`src/rtl/ama_riscv_ex_mem_stage_pkg.sv`:
```
// Shared constants and helpers for the EX->MEM stage: writeback source
// selects, load/store width codes and the misalignment rule.
package ama_riscv_ex_mem_stage_pkg;

    localparam logic [1:0] WB_SEL_ALU = 2'd0;
    localparam logic [1:0] WB_SEL_MEM = 2'd1;
    localparam logic [1:0] WB_SEL_PC4 = 2'd2;

    localparam logic [2:0] FUNCT3_B  = 3'b000;
    localparam logic [2:0] FUNCT3_H  = 3'b001;
    localparam logic [2:0] FUNCT3_W  = 3'b010;
    localparam logic [2:0] FUNCT3_BU = 3'b100;
    localparam logic [2:0] FUNCT3_HU = 3'b101;

    // funct3[1:0] encodes the access width for both signed and unsigned forms
    function automatic logic is_misaligned(input logic [2:0] funct3, input logic [1:0] off);
        logic mis;
        mis = 1'b0;
        case (funct3[1:0])
            2'b01:   mis = off[0];
            2'b10:   mis = (off != 2'b00);
            default: mis = 1'b0;
        endcase
        return mis;
    endfunction

endpackage

```
`src/rtl/ama_riscv_load_align.sv`:
```
// Load data alignment: picks the addressed byte/halfword out of the memory
// word and sign- or zero-extends it according to funct3.
module ama_riscv_load_align
    import ama_riscv_ex_mem_stage_pkg::*;
(
    input  logic [31:0] rdata,
    input  logic [1:0]  off,
    input  logic [2:0]  funct3,
    output logic [31:0] data
);

    logic [7:0]  byte_sel;
    logic [15:0] half_sel;

    always_comb begin
        byte_sel = rdata[7:0];
        case (off)
            2'd0: byte_sel = rdata[7:0];
            2'd1: byte_sel = rdata[15:8];
            2'd2: byte_sel = rdata[23:16];
            2'd3: byte_sel = rdata[31:24];
            default: byte_sel = rdata[7:0];
        endcase
        half_sel = off[1] ? rdata[31:16] : rdata[15:0];

        data = rdata;
        case (funct3)
            FUNCT3_B:  data = {{24{byte_sel[7]}}, byte_sel};
            FUNCT3_BU: data = {24'd0, byte_sel};
            FUNCT3_H:  data = {{16{half_sel[15]}}, half_sel};
            FUNCT3_HU: data = {16'd0, half_sel};
            default:   data = rdata;
        endcase
    end

endmodule

```
`src/rtl/ama_riscv_ex_mem_stage.sv`:
```
// EX->MEM pipeline register: issues the data-memory request on fire, then
// aligns load data and muxes writeback/forwarding values in the MEM cycle.
module ama_riscv_ex_mem_stage
    import ama_riscv_ex_mem_stage_pkg::*;
#(
    parameter int DMEM_AW = 14
) (
    input  logic               clk,
    input  logic               rst_n,
    input  logic               ex_valid,
    output logic               ex_ready,
    input  logic               flush,
    input  logic [31:0]        alu_out,
    input  logic [31:0]        rs2_data,
    input  logic [31:0]        pc_plus4,
    input  logic [4:0]         rd_addr,
    input  logic               reg_we,
    input  logic               mem_rd,
    input  logic               mem_wr,
    input  logic [2:0]         funct3,
    input  logic [1:0]         wb_sel,
    output logic               dmem_en,
    output logic [3:0]         dmem_we,
    output logic [DMEM_AW-1:0] dmem_addr,
    output logic [31:0]        dmem_wdata,
    input  logic [31:0]        dmem_rdata,
    input  logic               mem_ready,
    output logic               mem_valid,
    output logic [4:0]         mem_rd_addr,
    output logic               mem_reg_we,
    output logic               mem_is_load,
    output logic [31:0]        mem_fwd_data,
    output logic [31:0]        mem_wb_data,
    output logic               mem_misaligned
);

    logic        valid_q, valid_d;
    logic [31:0] alu_q, alu_d;
    logic [31:0] pc4_q, pc4_d;
    logic [4:0]  rd_q, rd_d;
    logic        reg_we_q, reg_we_d;
    logic        mem_rd_q, mem_rd_d;
    logic [2:0]  funct3_q, funct3_d;
    logic [1:0]  wb_sel_q, wb_sel_d;
    logic        mis_q, mis_d;

    logic        fire;
    logic        ex_mis;
    logic [1:0]  off;
    logic [3:0]  be;
    logic [31:0] load_data;

    assign off      = alu_out[1:0];
    assign ex_ready = ~valid_q | mem_ready;
    assign fire     = ex_valid & ex_ready & ~flush;
    // Only memory ops can be misaligned; ALU ops reuse funct3 for other meanings
    assign ex_mis   = (mem_rd | mem_wr) & is_misaligned(funct3, off);

    always_comb begin
        be         = 4'b1111;
        dmem_wdata = rs2_data;
        case (funct3[1:0])
            2'b00: begin
                be         = 4'b0001 << off;
                dmem_wdata = {4{rs2_data[7:0]}};
            end
            2'b01: begin
                be         = 4'b0011 << off;
                dmem_wdata = {2{rs2_data[15:0]}};
            end
            default: begin
                be         = 4'b1111;
                dmem_wdata = rs2_data;
            end
        endcase
    end

    assign dmem_en   = fire & (mem_rd | mem_wr) & ~ex_mis;
    assign dmem_we   = (dmem_en & mem_wr) ? be : 4'b0000;
    assign dmem_addr = alu_out[DMEM_AW+1:2];

    always_comb begin
        valid_d  = valid_q;
        alu_d    = alu_q;
        pc4_d    = pc4_q;
        rd_d     = rd_q;
        reg_we_d = reg_we_q;
        mem_rd_d = mem_rd_q;
        funct3_d = funct3_q;
        wb_sel_d = wb_sel_q;
        mis_d    = mis_q;
        if (fire) begin
            valid_d  = 1'b1;
            alu_d    = alu_out;
            pc4_d    = pc_plus4;
            rd_d     = rd_addr;
            reg_we_d = reg_we;
            mem_rd_d = mem_rd;
            funct3_d = funct3;
            wb_sel_d = wb_sel;
            mis_d    = ex_mis;
        end else if (ex_ready) begin
            valid_d = 1'b0;
        end
    end

    always_ff @(posedge clk) begin
        if (!rst_n) begin
            valid_q  <= 1'b0;
            alu_q    <= '0;
            pc4_q    <= '0;
            rd_q     <= '0;
            reg_we_q <= 1'b0;
            mem_rd_q <= 1'b0;
            funct3_q <= '0;
            wb_sel_q <= '0;
            mis_q    <= 1'b0;
        end else begin
            valid_q  <= valid_d;
            alu_q    <= alu_d;
            pc4_q    <= pc4_d;
            rd_q     <= rd_d;
            reg_we_q <= reg_we_d;
            mem_rd_q <= mem_rd_d;
            funct3_q <= funct3_d;
            wb_sel_q <= wb_sel_d;
            mis_q    <= mis_d;
        end
    end

    ama_riscv_load_align u_load_align (
        .rdata  (dmem_rdata),
        .off    (alu_q[1:0]),
        .funct3 (funct3_q),
        .data   (load_data)
    );

    always_comb begin
        mem_wb_data  = 32'd0;
        mem_fwd_data = 32'd0;
        case (wb_sel_q)
            WB_SEL_ALU: begin
                mem_wb_data  = alu_q;
                mem_fwd_data = alu_q;
            end
            WB_SEL_MEM: mem_wb_data = load_data;
            WB_SEL_PC4: begin
                mem_wb_data  = pc4_q;
                mem_fwd_data = pc4_q;
            end
            default: begin
                mem_wb_data  = 32'd0;
                mem_fwd_data = 32'd0;
            end
        endcase
    end

    assign mem_valid      = valid_q;
    assign mem_rd_addr    = rd_q;
    assign mem_reg_we     = valid_q & reg_we_q & ~mis_q;
    assign mem_is_load    = valid_q & mem_rd_q;
    assign mem_misaligned = mis_q;

endmodule

```
`config.mk`:
```
export PLATFORM = sky130hd
export DESIGN_NAME = ama_riscv_ex_mem_stage
export DESIGN_NICKNAME = d
export VERILOG_FILES = /design/src/rtl/ama_riscv_ex_mem_stage_pkg.sv /design/src/rtl/ama_riscv_load_align.sv /design/src/rtl/ama_riscv_ex_mem_stage.sv
export SDC_FILE = /design/constraint.sdc
export NUM_CORES = 1
export LEC_CHECK = 0
export BUFFER_PORTS_ARGS = -buffer_cell sky130_fd_sc_hd__clkbuf_2
export CELL_PAD_IN_SITES_DETAIL_PLACEMENT = 1
export CELL_PAD_IN_SITES_GLOBAL_PLACEMENT = 2
export CORE_ASPECT_RATIO = 0.6
export CORE_MARGIN = 3
export CORE_UTILIZATION = 24
export CTS_CLUSTER_SIZE = 25
export DETAILED_ROUTE_END_ITERATION = 7
export PLACE_DENSITY = 0.89
export REMOVE_ABC_BUFFERS = 1
export SLEW_MARGIN = 20
export SYNTH_ARGS = -nofsm -noshare
export SYNTH_HDL_FRONTEND = slang
export SYNTH_SLANG_ARGS = --single-unit
export TNS_END_PERCENT = 5
```
`constraint.sdc`:
```
create_clock -name clk -period 1.65 [get_ports clk]
set_input_delay 0.0825 -clock clk [delete_from_list [all_inputs] [get_ports clk]]
set_output_delay 0.0825 -clock clk [all_outputs]
set_load 0.03 [all_outputs]
```
==> impl_metrics.toml <==
[run_status]
status = "finished with violations"
violations = "setup timing"

[logic_synthesis]
avgSynthCellArea_um2 = 7.48
syn-cell-area_mm2 = 0.00529
synth_edf_count = 0
synth_cells = 707
yosysWarnings = 0
yosysUniqueCellTypes = 53
synth_seq_area_share = 0.295
synthArstFlopShare = 0
ys.flop_type = "dfxtp_1"
synth_seq_cells = 78

[setup_path]
path_cells = "or3_4 > a2bb2oi_4 > buf_4 > a221o_1 > o21ai_2 > clkbuf_8"
crit_path_end_kind = "output pin"
crit_path_start_kind = "register"
slowest_stage = "or3_4"
reg2reg_slack_ps = 280
critPathLaunch = "funct3_q[2]$_SDFFE_PN0P_"
crit_end = "mem_wb_data[13]"
r2r_cells = 6
timing.rr.start = "mem_valid$_SDFFE_PN0P_"
cp_max_fo = 3
reg2reg_to = "pc4_q[10]$_SDFFE_PN0P_"
cp.required_ps = 1570
critPathArrivalTime_ps = 2040
crit_path_max_incr_delay_ps = 410
path_class = "register to output pin"

[grt]
antenna_found_initial = 0
grt_pass1_vias = 6568
overflow = 0
grt_usage = 0.195
grt_max_degree = 80
grt_pass1_wl_mm = 36.6

[power]
leakagePower_nw = 3.89
clkPwrFrac = 0.370
power_frac_seq = 0.317
sw_frac_of_total = 0.327
power.density_mw_per_mm2 = 755
ir_worst_vdd_mv = 0.502
power_switching_mw = 2.11
internal_power_mw = 4.34
combPwrFrac = 0.312
power_mw = 6.44

[detailed_routing]
route.detailed.drc = 0
vias = 6326
ant_nets = 0
vias_per_cell = 4.80
wl_per_cell_um = 18.3
drtIter0Drc = 317
wl_mm = 24.1
drt_first_pass_iters = 5

[cells_and_area]
final_common_cell = "clkbuf_2"
final_nets = 1182
most-common-layout-cells = "clkbuf_2 (231), nand2_1 (191), a21boi_0 (83)"
syn_to_final_growth_pct = 61.2
drive_above_1_share = 0.382
num_antenna_cells = 0
nFillCells = 2611

[timing]
fin_crit_sh = 1.29
worst-slew-pin-transition_ps = 383
drv_slew = 0
fin_crit_ps = 2120
hold_viol_final = 0
finalSetupViolCount = 36
clock_skew_ps = 5.13
slew_headroom = 0.745
setup_ws_ps = -470
max_freq_mhz = 472
setup_tns_ps = -12300
rsz0062_at_grt = "true"

[placed_design]
dp_worst_setup_slack_ps = -273
gp_congestion = 0.789
dp_hpwl_mm = 17.9
io_buffers = 270

[floorplan]
core_mm2 = 0.0213
die_area_mm2 = 0.0239
die_h_um = 121
start_util = 0.248
rows = 41
io_pins = 271
die_w_um = 198

[clock_network]
clk_pin_slew_worst_paths_ps = 60
clock-sinks = 78
cts_inserted_buffers = 9
cts_max_level = 3
cts_tree = "built"
clk_path_buf_depth = 2
root_buffer = "clkbuf_16"
clk_latency_ps = 350

[run]
max_cap_violations = 0

[min_path]
whs_path_depth = 3
hp-class = "input pin to register"
==> layout make-up <==
| type | instances | area (µm²) | share of cell area |
|---|---|---|---|
| Multi-Input combinational cell | 528 | 3360 | 0.394 |
| Clock inverter | 5 | 106 | 0.0125 |
| Clock buffer | 11 | 243 | 0.0284 |
| Tap cell | 279 | 349 | 0.0409 |
| Inverter | 17 | 63.8 | 0.00748 |
| Timing Repair Buffer | 399 | 2830 | 0.332 |
| Sequential cell | 78 | 1580 | 0.185 |
==> synth_stat cells (5+ instances only) <==
| master | number | area share |
|---|---|---|
| a21boi_0 | 83 | 0.12 |
| clkbuf_1 | 37 | 0.026 |
| inv_1 | 15 | 0.011 |
| buf_2 | 18 | 0.017 |
| a211o_1 | 5 | 0.0083 |
| nand2b_1 | 11 | 0.013 |
| buf_4 | 25 | 0.035 |
| a221oi_1 | 16 | 0.026 |
| dfxtp_1 | 78 | 0.30 |
| a21oi_1 | 12 | 0.011 |
| o21ai_0 | 9 | 0.0085 |
| a22oi_1 | 19 | 0.027 |
| mux2i_1 | 36 | 0.068 |
| a21boi_1 | 6 | 0.0085 |
| a221o_1 | 8 | 0.015 |
| nor2_1 | 44 | 0.031 |
| nor2b_1 | 9 | 0.011 |
| o21ai_1 | 11 | 0.010 |
| nand2_1 | 191 | 0.14 |
| a22o_1 | 8 | 0.013 |
| mux2_2 | 13 | 0.028 |
| o211ai_1 | 10 | 0.014 |
==> per-stage QoR <==
stage,instances,cell area [µm²],hold WS (ps),util
finish,1317,8530,9.54,0.400
global route,1317,8530,37.2,0.400
CTS,1317,8460,7.43,0.397
detailed placement,1227,7110,317,0.333
global placement,1227,7110,310,0.333
floorplan,623,4840,165,-
==> how the worst min path moves through the flow <==
| stage | startpoint | end | slack [ps] |
|---|---|---|---|
| 6_report | alu_out[3] | alu_q[3]$_SDFFE_PN0P_ | 10 |
| 5_1_grt | alu_out[3] | alu_q[3]$_SDFFE_PN0P_ | 40 |
| 2_1_floorplan | alu_out[2] | dmem_addr[0] | 170 |
| 4_1_cts | alu_out[3] | alu_q[3]$_SDFFE_PN0P_ | 7 |
| 3_5_place_dp | pc_plus4[4] | pc4_q[4]$_SDFFE_PN0P_ | 320 |
| 3_3_place_gp | pc_plus4[4] | pc4_q[4]$_SDFFE_PN0P_ | 310 |
==> repair_timing <==
item	4_1_cts	5_1_grt
endpoints found under the setup margin	55	56
endpoints found under the hold margin	70	0
buffers inserted	4	0
gates resized for setup	71	38
pin swaps	7	2
hold buffers	70	0
==> state kept, by name (all words and copies together), names as in the netlist <==
signal / flops
alu_q: 32
funct3_q: 3
mem_misaligned: 1
mem_rd_addr: 5
mem_rd_q: 1
mem_valid: 1
pc4_q: 32
reg_we_q: 1
wb_sel_q: 2
==> logic make-up (layout without fill, tap and decap cells) <==
logic type / after synthesis / in the layout / synth area share
simple gates: 269 / 269 / 0.208
compound gates: 204 / 204 / 0.290
flops: 78 / 78 / 0.295
buf+inv: 101 / 432 / 0.0965
mux: 52 / 52 / 0.103
fa+ha+maj: 3 / 3 / 0.00709
==> routing by layer <==
layer	wire (µm)	part of all wire	global-route usage
met1	11400	0.47	0.264
met2	11200	0.47	0.324
met3	1340	0.056	0.0450
met4	178	0.0074	0.0300
met5	0	0	0
==> power groups by stage <==
stage          combinational [mW]  sequential, mW  clock [mW]
3_5_place_dp                 1.75            2.08           0
4_1_cts                      1.99            2.04        2.46
3_3_place_gp                 1.72            2.08           0
5_1_grt                      2.15            2.06        2.53
2_1_floorplan               0.875            2.11           0
6_report                     2.01            2.05        2.39
==> worst max-delay path, delay by kind of cell, from the launching register on <==
| family | cells | cell delay [ps] |
|---|---|---|
| AOI/OAI and AO/OA | 3 | 600 |
| and+or+nand+nor | 1 | 410 |
| buffers and inverters | 2 | 340 |
| DFF | 1 | 330 |
No activity file was read; power rests on OpenSTA's default activity.
